### src/rtl/popcount_accum.sv
// popcount_accum: streams WIDTH-bit words, registers the population count of
// each accepted word and accumulates those counts over a frame. The frame
// total saturates at 2^ACC_W-1. It is presented on a held result handshake
// together with the frame's word count and a sticky saturation flag.
//
// Handshake semantics (both interfaces): a transfer happens on a rising edge
// where valid && ready. A producer holding valid keeps its payload stable
// until that edge. in_ready is registered and depends only on internal state.
// out_valid, once raised, stays high with stable out_sum/out_words/out_sat
// until the edge where out_ready is sampled high.
module popcount_accum #(
    parameter int WIDTH     = 10,
    parameter int ACC_W     = 16,
    parameter int FRAME_LEN = 20
) (
    input  logic                             clk,
    input  logic                             rst_n,
    input  logic                             in_valid,
    input  logic [WIDTH-1:0]                 in_data,
    input  logic                             in_last,
    output logic                             in_ready,
    output logic                             pc_valid,
    output logic [$clog2(WIDTH+1)-1:0]       pc_data,
    output logic                             out_valid,
    output logic [ACC_W-1:0]                 out_sum,
    output logic [$clog2(FRAME_LEN+1)-1:0]   out_words,
    output logic                             out_sat,
    input  logic                             out_ready
);

    localparam int CNT_W = $clog2(WIDTH + 1);
    localparam int WC_W  = $clog2(FRAME_LEN + 1);

    // ACCUM takes words. DRAIN lets the last registered popcount land in the
    // accumulator. LOAD copies the settled totals into the result registers.
    // HOLD presents the result until it is taken.
    typedef enum logic [1:0] {
        ST_ACCUM = 2'd0,
        ST_DRAIN = 2'd1,
        ST_LOAD  = 2'd2,
        ST_HOLD  = 2'd3
    } state_e;

    state_e                 state_q;

    // Per-word stage registers
    logic                   pc_valid_q;
    logic [CNT_W-1:0]       pc_data_q;
    logic [CNT_W-1:0]       ones_d;

    // Frame accumulation registers
    logic [ACC_W-1:0]       acc_q,  acc_d;
    logic                   sat_q,  sat_d;
    logic [WC_W-1:0]        wcnt_q, wcnt_d;
    logic [ACC_W:0]         acc_sum;

    // Registered handshake and result outputs
    logic                   in_ready_q;
    logic                   out_valid_q;
    logic [ACC_W-1:0]       out_sum_q;
    logic [WC_W-1:0]        out_words_q;
    logic                   out_sat_q;

    // Transfer qualifiers
    logic                   accept;
    logic                   closing;
    logic                   result_taken;

    assign accept       = in_valid && in_ready_q;
    // The word that fills the frame closes it even without in_last.
    assign closing      = accept && (in_last || (wcnt_q == WC_W'(FRAME_LEN - 1)));
    assign result_taken = (state_q == ST_HOLD) && out_valid_q && out_ready;

    // Count the ones of the incoming word.
    always_comb begin
        ones_d = '0;
        for (int i = 0; i < WIDTH; i++) begin
            ones_d = ones_d + CNT_W'(in_data[i]);
        end
    end

    // Register the popcount of each accepted word as a one-cycle pulse.
    always_ff @(posedge clk or negedge rst_n) begin
        if (!rst_n) begin
            pc_valid_q <= 1'b0;
            pc_data_q  <= '0;
        end else begin
            pc_valid_q <= accept;
            if (accept) begin
                pc_data_q <= ones_d;
            end
        end
    end

    // Next frame totals: add the registered popcount with saturation, count
    // accepted words, and clear everything once the result has been taken.
    always_comb begin
        acc_sum = {1'b0, acc_q} + (ACC_W + 1)'(pc_data_q);
        acc_d   = acc_q;
        sat_d   = sat_q;
        wcnt_d  = wcnt_q;
        if (pc_valid_q) begin
            if (acc_sum[ACC_W]) begin
                acc_d = '1;
                sat_d = 1'b1;
            end else begin
                acc_d = acc_sum[ACC_W-1:0];
            end
        end
        if (accept) begin
            wcnt_d = wcnt_q + WC_W'(1);
        end
        if (result_taken) begin
            acc_d  = '0;
            sat_d  = 1'b0;
            wcnt_d = '0;
        end
    end

    // Hold the frame accumulator, sticky saturation flag and word counter.
    always_ff @(posedge clk or negedge rst_n) begin
        if (!rst_n) begin
            acc_q  <= '0;
            sat_q  <= 1'b0;
            wcnt_q <= '0;
        end else begin
            acc_q  <= acc_d;
            sat_q  <= sat_d;
            wcnt_q <= wcnt_d;
        end
    end

    // Frame control FSM with registered in_ready and result outputs.
    always_ff @(posedge clk or negedge rst_n) begin
        if (!rst_n) begin
            state_q     <= ST_ACCUM;
            in_ready_q  <= 1'b0;
            out_valid_q <= 1'b0;
            out_sum_q   <= '0;
            out_words_q <= '0;
            out_sat_q   <= 1'b0;
        end else begin
            case (state_q)
                ST_ACCUM: begin
                    if (closing) begin
                        in_ready_q <= 1'b0;
                        state_q    <= ST_DRAIN;
                    end else begin
                        in_ready_q <= 1'b1;
                    end
                end
                ST_DRAIN: begin
                    // The closing word's popcount is being added this cycle.
                    in_ready_q <= 1'b0;
                    state_q    <= ST_LOAD;
                end
                ST_LOAD: begin
                    in_ready_q  <= 1'b0;
                    out_sum_q   <= acc_q;
                    out_words_q <= wcnt_q;
                    out_sat_q   <= sat_q;
                    out_valid_q <= 1'b1;
                    state_q     <= ST_HOLD;
                end
                ST_HOLD: begin
                    if (result_taken) begin
                        out_valid_q <= 1'b0;
                        in_ready_q  <= 1'b1;
                        state_q     <= ST_ACCUM;
                    end
                end
                default: begin
                    in_ready_q  <= 1'b0;
                    out_valid_q <= 1'b0;
                    state_q     <= ST_ACCUM;
                end
            endcase
        end
    end

    assign in_ready  = in_ready_q;
    assign pc_valid  = pc_valid_q;
    assign pc_data   = pc_data_q;
    assign out_valid = out_valid_q;
    assign out_sum   = out_sum_q;
    assign out_words = out_words_q;
    assign out_sat   = out_sat_q;

endmodule

### config.mk
export PLATFORM = sky130hd
export DESIGN_NAME = popcount_accum
export DESIGN_NICKNAME = d
export VERILOG_FILES = /design/src/rtl/popcount_accum.sv
export SDC_FILE = /design/constraint.sdc
export NUM_CORES = 1
export LEC_CHECK = 0
export ABC_AREA = 1
export CAP_MARGIN = 0
export CORE_UTILIZATION = 35
export DETAILED_ROUTE_END_ITERATION = 8
export SETUP_SLACK_MARGIN = 0.02
export SYNTH_ARGS = -nofsm -noshare
export SYNTH_HDL_FRONTEND = slang
export SYNTH_SLANG_ARGS = --single-unit
export TNS_END_PERCENT = 10
### constraint.sdc
create_clock -name clk -period 1.7 [get_ports clk]
set_input_delay 0.17 -clock clk [delete_from_list [all_inputs] [get_ports clk]]
set_output_delay 0.17 -clock clk [all_outputs]
set_load 0.01 [all_outputs]
### After elaboration in Yosys (flattened, before gate mapping)

Cells that the tools add are included.
W data, S select, Z words.

| storage, ports and cells | value |
|---|---|
| output and inout bits | 29 |
| logic and storage cells | 58 |
| register bits after elaboration | 53 |

| operators by class | value |
|---|---|
| muxes and demuxes | 16 |
| add/subtract/negate cells | 11 |
| reductions and logical operators | 14 |
| eq/ne operators | 6 |

Operators by type and width:

| cell | number |
|---|---|
| $mux W16 | 3 |
| $add A4 B1 Y4 | 6 |
| $add A16 B4 Y17 | 1 |
| $mux W5 | 2 |
| $pmux W2 S4 | 1 |
| $reduce_bool A2 Y1 | 4 |
| $mux W1 | 6 |
| $reduce_and A2 Y1 | 3 |
| $add A5 B1 Y5 const B | 1 |
| $eq A5 B5 Y1 const B | 1 |
| $add A3 B1 Y4 | 1 |
| $eq A2 B2 Y1 const B | 2 |
| $logic_and A1 B1 Y1 | 4 |
| $mux W2 | 2 |
| $ne A2 B2 Y1 const B | 2 |
| $add A2 B1 Y3 | 1 |
| $pmux W1 S3 | 1 |
| $add A1 B1 Y2 | 1 |
| $eq A2 B1 Y1 const B | 1 |
| $logic_not A2 Y1 | 1 |
| $pmux W1 S2 | 1 |
| $reduce_or A2 Y1 | 1 |
| $logic_or A1 B1 Y1 | 1 |

### Depth between registers and ports, before layout

| depth | value |
|---|---|
| word-level depth | 9 |
| mapped depth | 10 |

### Worst setup path before layout

Ideal clock, no wire load.

| timing | value |
|---|---|
| kind | input to register |
| start | input in_data[0] |
| end | register pc_data_q[2] (netlist: pc_data[2]) |
| arrival | 2.444 ns |
| buffers on the path | 0 |
| data required time | 1.572 ns |
| setup slack | -0.872 ns |
| library setup time | 0.128 ns |
| stages on the path | 10 |
| path through | inv_1 > fa_1 > fa_1 > fa_1 > inv_1 > ha_1 > inv_1 > fa_1 > xnor2_1 > o21ai_0 |

| between the ends | value |
|---|---|
| longest elaborated chain between the ends | 9 |

RTL lines:

| element | RTL line | RTL |
|---|---|---|
| from (decl) | 19 | `input logic [WIDTH-1:0] in_data,` |
| $add A1 B1 Y2 | 78 | `ones_d = ones_d + CNT_W'(in_data[i]);` |
| $add A2 B1 Y3 | 78 |  |
| $add A3 B1 Y4 | 78 |  |
| $add A4 B1 Y4 (6 in series) | 78 |  |
| to (signal assigned) | 90 | `pc_data_q <= ones_d;` |
| to (decl) | 48 | `logic [CNT_W-1:0] pc_data_q;` |

Every way passes these cells.
A chain may end at the register's enable or synchronous reset.

### Worst setup path in the final report

| timing | value |
|---|---|
| start | input in_data[5] |
| end | register pc_data_q[1] (netlist: pc_data[1]) |

| between the ends | value |
|---|---|
| longest elaborated chain between the ends | 5 |

RTL lines:

| element | RTL line |
|---|---|
| $add A4 B1 Y4 (5 in series) | 78 |

Every way passes these cells.

==> results.sh <==
export IMPL_finalMaxSlewViolations=0
export IMPL_netlist_cell_type_count=25
export IMPL_yosys_area_top_type="dfrtp_1"
export IMPL_period_share_pct=138.2
export IMPL_clk_pin_slew_ps=100
export IMPL_leakage_nw=1.934
export IMPL_start_kind="input port"
export IMPL_die_x_um=92.38
export IMPL_finClkSkew_ps=6.479
export IMPL_fp_row_count=32
export IMPL_drtAntennaViolNets=0
export IMPL_required_ps=1900
export IMPL_final_min_clock_period_ps=2350
export IMPL_die_area_sq_um=8534
export IMPL_drive_above_1_share_pct=18.44
export IMPL_grt_pass1_vias=2470
export IMPL_maxCapViolCount=0
export IMPL_finalWorstSetupSlack_ps=-650.0
export IMPL_grt_max_degree=54
export IMPL_wl_um=6801
export IMPL_wl_per_cell_um=12.95
export IMPL_cts_root_buf="clkbuf_8"
export IMPL_syn_to_final_growth_pct=34.66
export IMPL_yosys_warnings=0
export IMPL_final_cells=525
export IMPL_cts_buffers=5
export IMPL_fp_dieH_um=92.38
export IMPL_n_antenna_cell=0
export IMPL_worstMarginPinSlew_ps=527.9
export IMPL_cts_tree="built"
export IMPL_gr_total_overflow=0
export IMPL_syn_nets=382
export IMPL_powerDensity_nw_per_um2=1345
export IMPL_path_class="input port to register"
export IMPL_synthCells=349
export IMPL_end_kind="register"
export IMPL_vias=2526
export IMPL_fin_nets=455
export IMPL_track_usage_pct=17.15
export IMPL_cp_max_fo=2
export IMPL_postSynth_asyncResetShare_pct=100.0
export IMPL_synth_area_leaders="dfrtp_1, nand2_1, nand3_1, inv_1, fa_1"
export IMPL_core_area_sq_um=7807
export IMPL_dp_cells=515
export IMPL_io_buffers=43
export IMPL_synthesis_area_sq_um=2859
export IMPL_status="finished, violations left"
export IMPL_synth_area_per_cell_sq_um=8.192
export IMPL_cp_arrival_ps=2550
export IMPL_clockBufferDepth=2
export IMPL_synth_top_cell_area_share_pct=46.39
export IMPL_cts_sinks=53
export IMPL_io_pins=44
export IMPL_dp_final_hpwl_um=5001
export IMPL_setup_viol=4
export IMPL_synth_edff_count=0
export IMPL_clock_fmax_ghz=0.4255
export IMPL_yosys_register_bits=53
export IMPL_violations="setup timing"
export IMPL_grt_pass1_wl_um=11650
export IMPL_insertion_delay_ps=300
export IMPL_antenna_found_initial=0
export IMPL_gp_congestion=0.8605
export IMPL_worstHoldPathType="input port to asynchronous set/reset pin"
export IMPL_first_pass_iters=4
export IMPL_drc=0
export IMPL_initialDrtViolationCount=141
export IMPL_rsz0062_at_grt="true"
export IMPL_ir_worst_vdd_uv=633.2
export IMPL_htreeDepth=2
export IMPL_vias_per_cell=4.811
export IMPL_start_util_pct=36.62
export IMPL_finalHoldViolCount=0
export IMPL_seq_area_frac_synth_pct=46.39
export IMPL_slew_headroom_pct=64.77
export IMPL_ys_flop_type="dfrtp_1"
export IMPL_hold_worst_slack_ps=381.7
[synth_stat cells (all sizes together), types with 2 or more instances]
master  count
or2         2
ha         11
nand3      44
buf         3
nor2       16
clkinv      2
a21oi      13
inv        40
o21ai      19
dfrtp      53
nand4       4
nand2     118
fa          7
clkbuf      3
xnor2       2
o211ai      4
nor3        5
[routing by layer]
layer / routed length (um) / up-vias / track usage, %
met3: 240 / 2 / 3.448
met1: 3266 / 1205 / 23.14
met2: 3276 / 54 / 28.95
met4: 17 / 0 / 2.604
li1: - / 1265 / -
met5: 0 / - / 0
[layout make-up]
class	instances	area (sq um)
Clock buffer	7	86.33
Clock inverter	1	30.03
Fill cell	767	3958
Inverter	42	157.7
Multi-Input combinational cell	248	1475
Sequential cell	53	1326
Tap cell	102	127.6
Timing Repair Buffer	72	646.9
[kinds of logic (layout without fill, tap and decap cells)]
family	count (synthesis)	count (layout)	share of synthesized area, %
buffers and inverters	48	122	6.433
XOR/XNOR	2	2	0.6128
adder cells (fa/ha/maj)	18	18	9.715
flip-flops	53	53	46.39
AND/OR/NAND/NOR	189	189	29.06
AO/OA/AOI/OAI	39	39	7.790
[flip-flops by register name, indices dropped and copies added (netlist names), 2 cells and up]
name       cells
acc_q         16
wcnt_q         5
out_words      5
state_q        2
out_sum       16
pc_data        4
[worst paths after layout]
check / start / depth (start not counted) / slack, ps / end
max reg2reg: pc_data[0]$_DFFE_PN0P_ / 7 / 40 / acc_q[4]$_DFFE_PN0P_
min: rst_n / 3 / 380 / acc_q[7]$_DFFE_PN0P_
min in group clk: out_sum[3]$_DFFE_PN0P_ / 2 / 480 / out_sum[3]$_DFFE_PN0P_
min reg2reg: out_sum[3]$_DFFE_PN0P_ / 2 / 480 / out_sum[3]$_DFFE_PN0P_
max in group asynchronous: rst_n / 3 / 1060 / out_sum[2]$_DFFE_PN0P_
max: in_data[5] / 10 / -650 / pc_data[1]$_DFFE_PN0P_
[stage by stage]
step / worst slack, ps / instance area, sq um / utilization, % / power, W / TNS, ps
2_1_floorplan: -871.8 / 2859 / - / 0.002987 / -4043
3_3_place_gp: -1381 / 3613 / 46.28 / 0.004067 / -6314
3_5_place_dp: -1423 / 3613 / 46.28 / 0.004099 / -6499
4_1_cts: -686.3 / 3779 / 48.40 / 0.005108 / -2907
5_1_grt: -692.3 / 3850 / 49.31 / 0.005602 / -2267
6_report: -650.0 / 3850 / 49.31 / 0.005179 / -1928
[critical path: stages]
cell and delay [ps]:
buf_6 90, fa_1 540, inv_2 40, fa_1 490, fa_1 420, inv_2 70, ha_4 130, inv_2 30
fa_2 520, o21ai_2 50
[cell usage in the layout, fill, tap and decap left out, types with 3 or more instances in the layout]
cell	n
buf_4	26
a21oi_1	10
nand2_1	108
clkbuf_8	6
nor3_1	4
inv_2	5
nand4_1	4
inv_1	35
clkdlybuf4s50_1	36
nor2_1	13
dfrtp_1	53
o21ai_0	16
nand2_2	7
ha_4	3
nand3_1	42
ha_1	6
buf_2	5
fa_1	5
[report_power, final]
part           internal [W]  total (W)  switching [W]
combinational       0.00121    0.00245        0.00124
sequential          0.00156    0.00183       0.000262
clock              0.000481   0.000903       0.000421
[repair_timing]
item	4_1_cts	5_1_grt
cloned	0	0
setup endpoints to repair	21	21
pin swaps	10	4
hold endpoints to repair	53	0
setup buffers	1	0
gates resized for setup	37	20
hold buffers	1	0
Note: power is estimated with default switching activity, not from simulation.
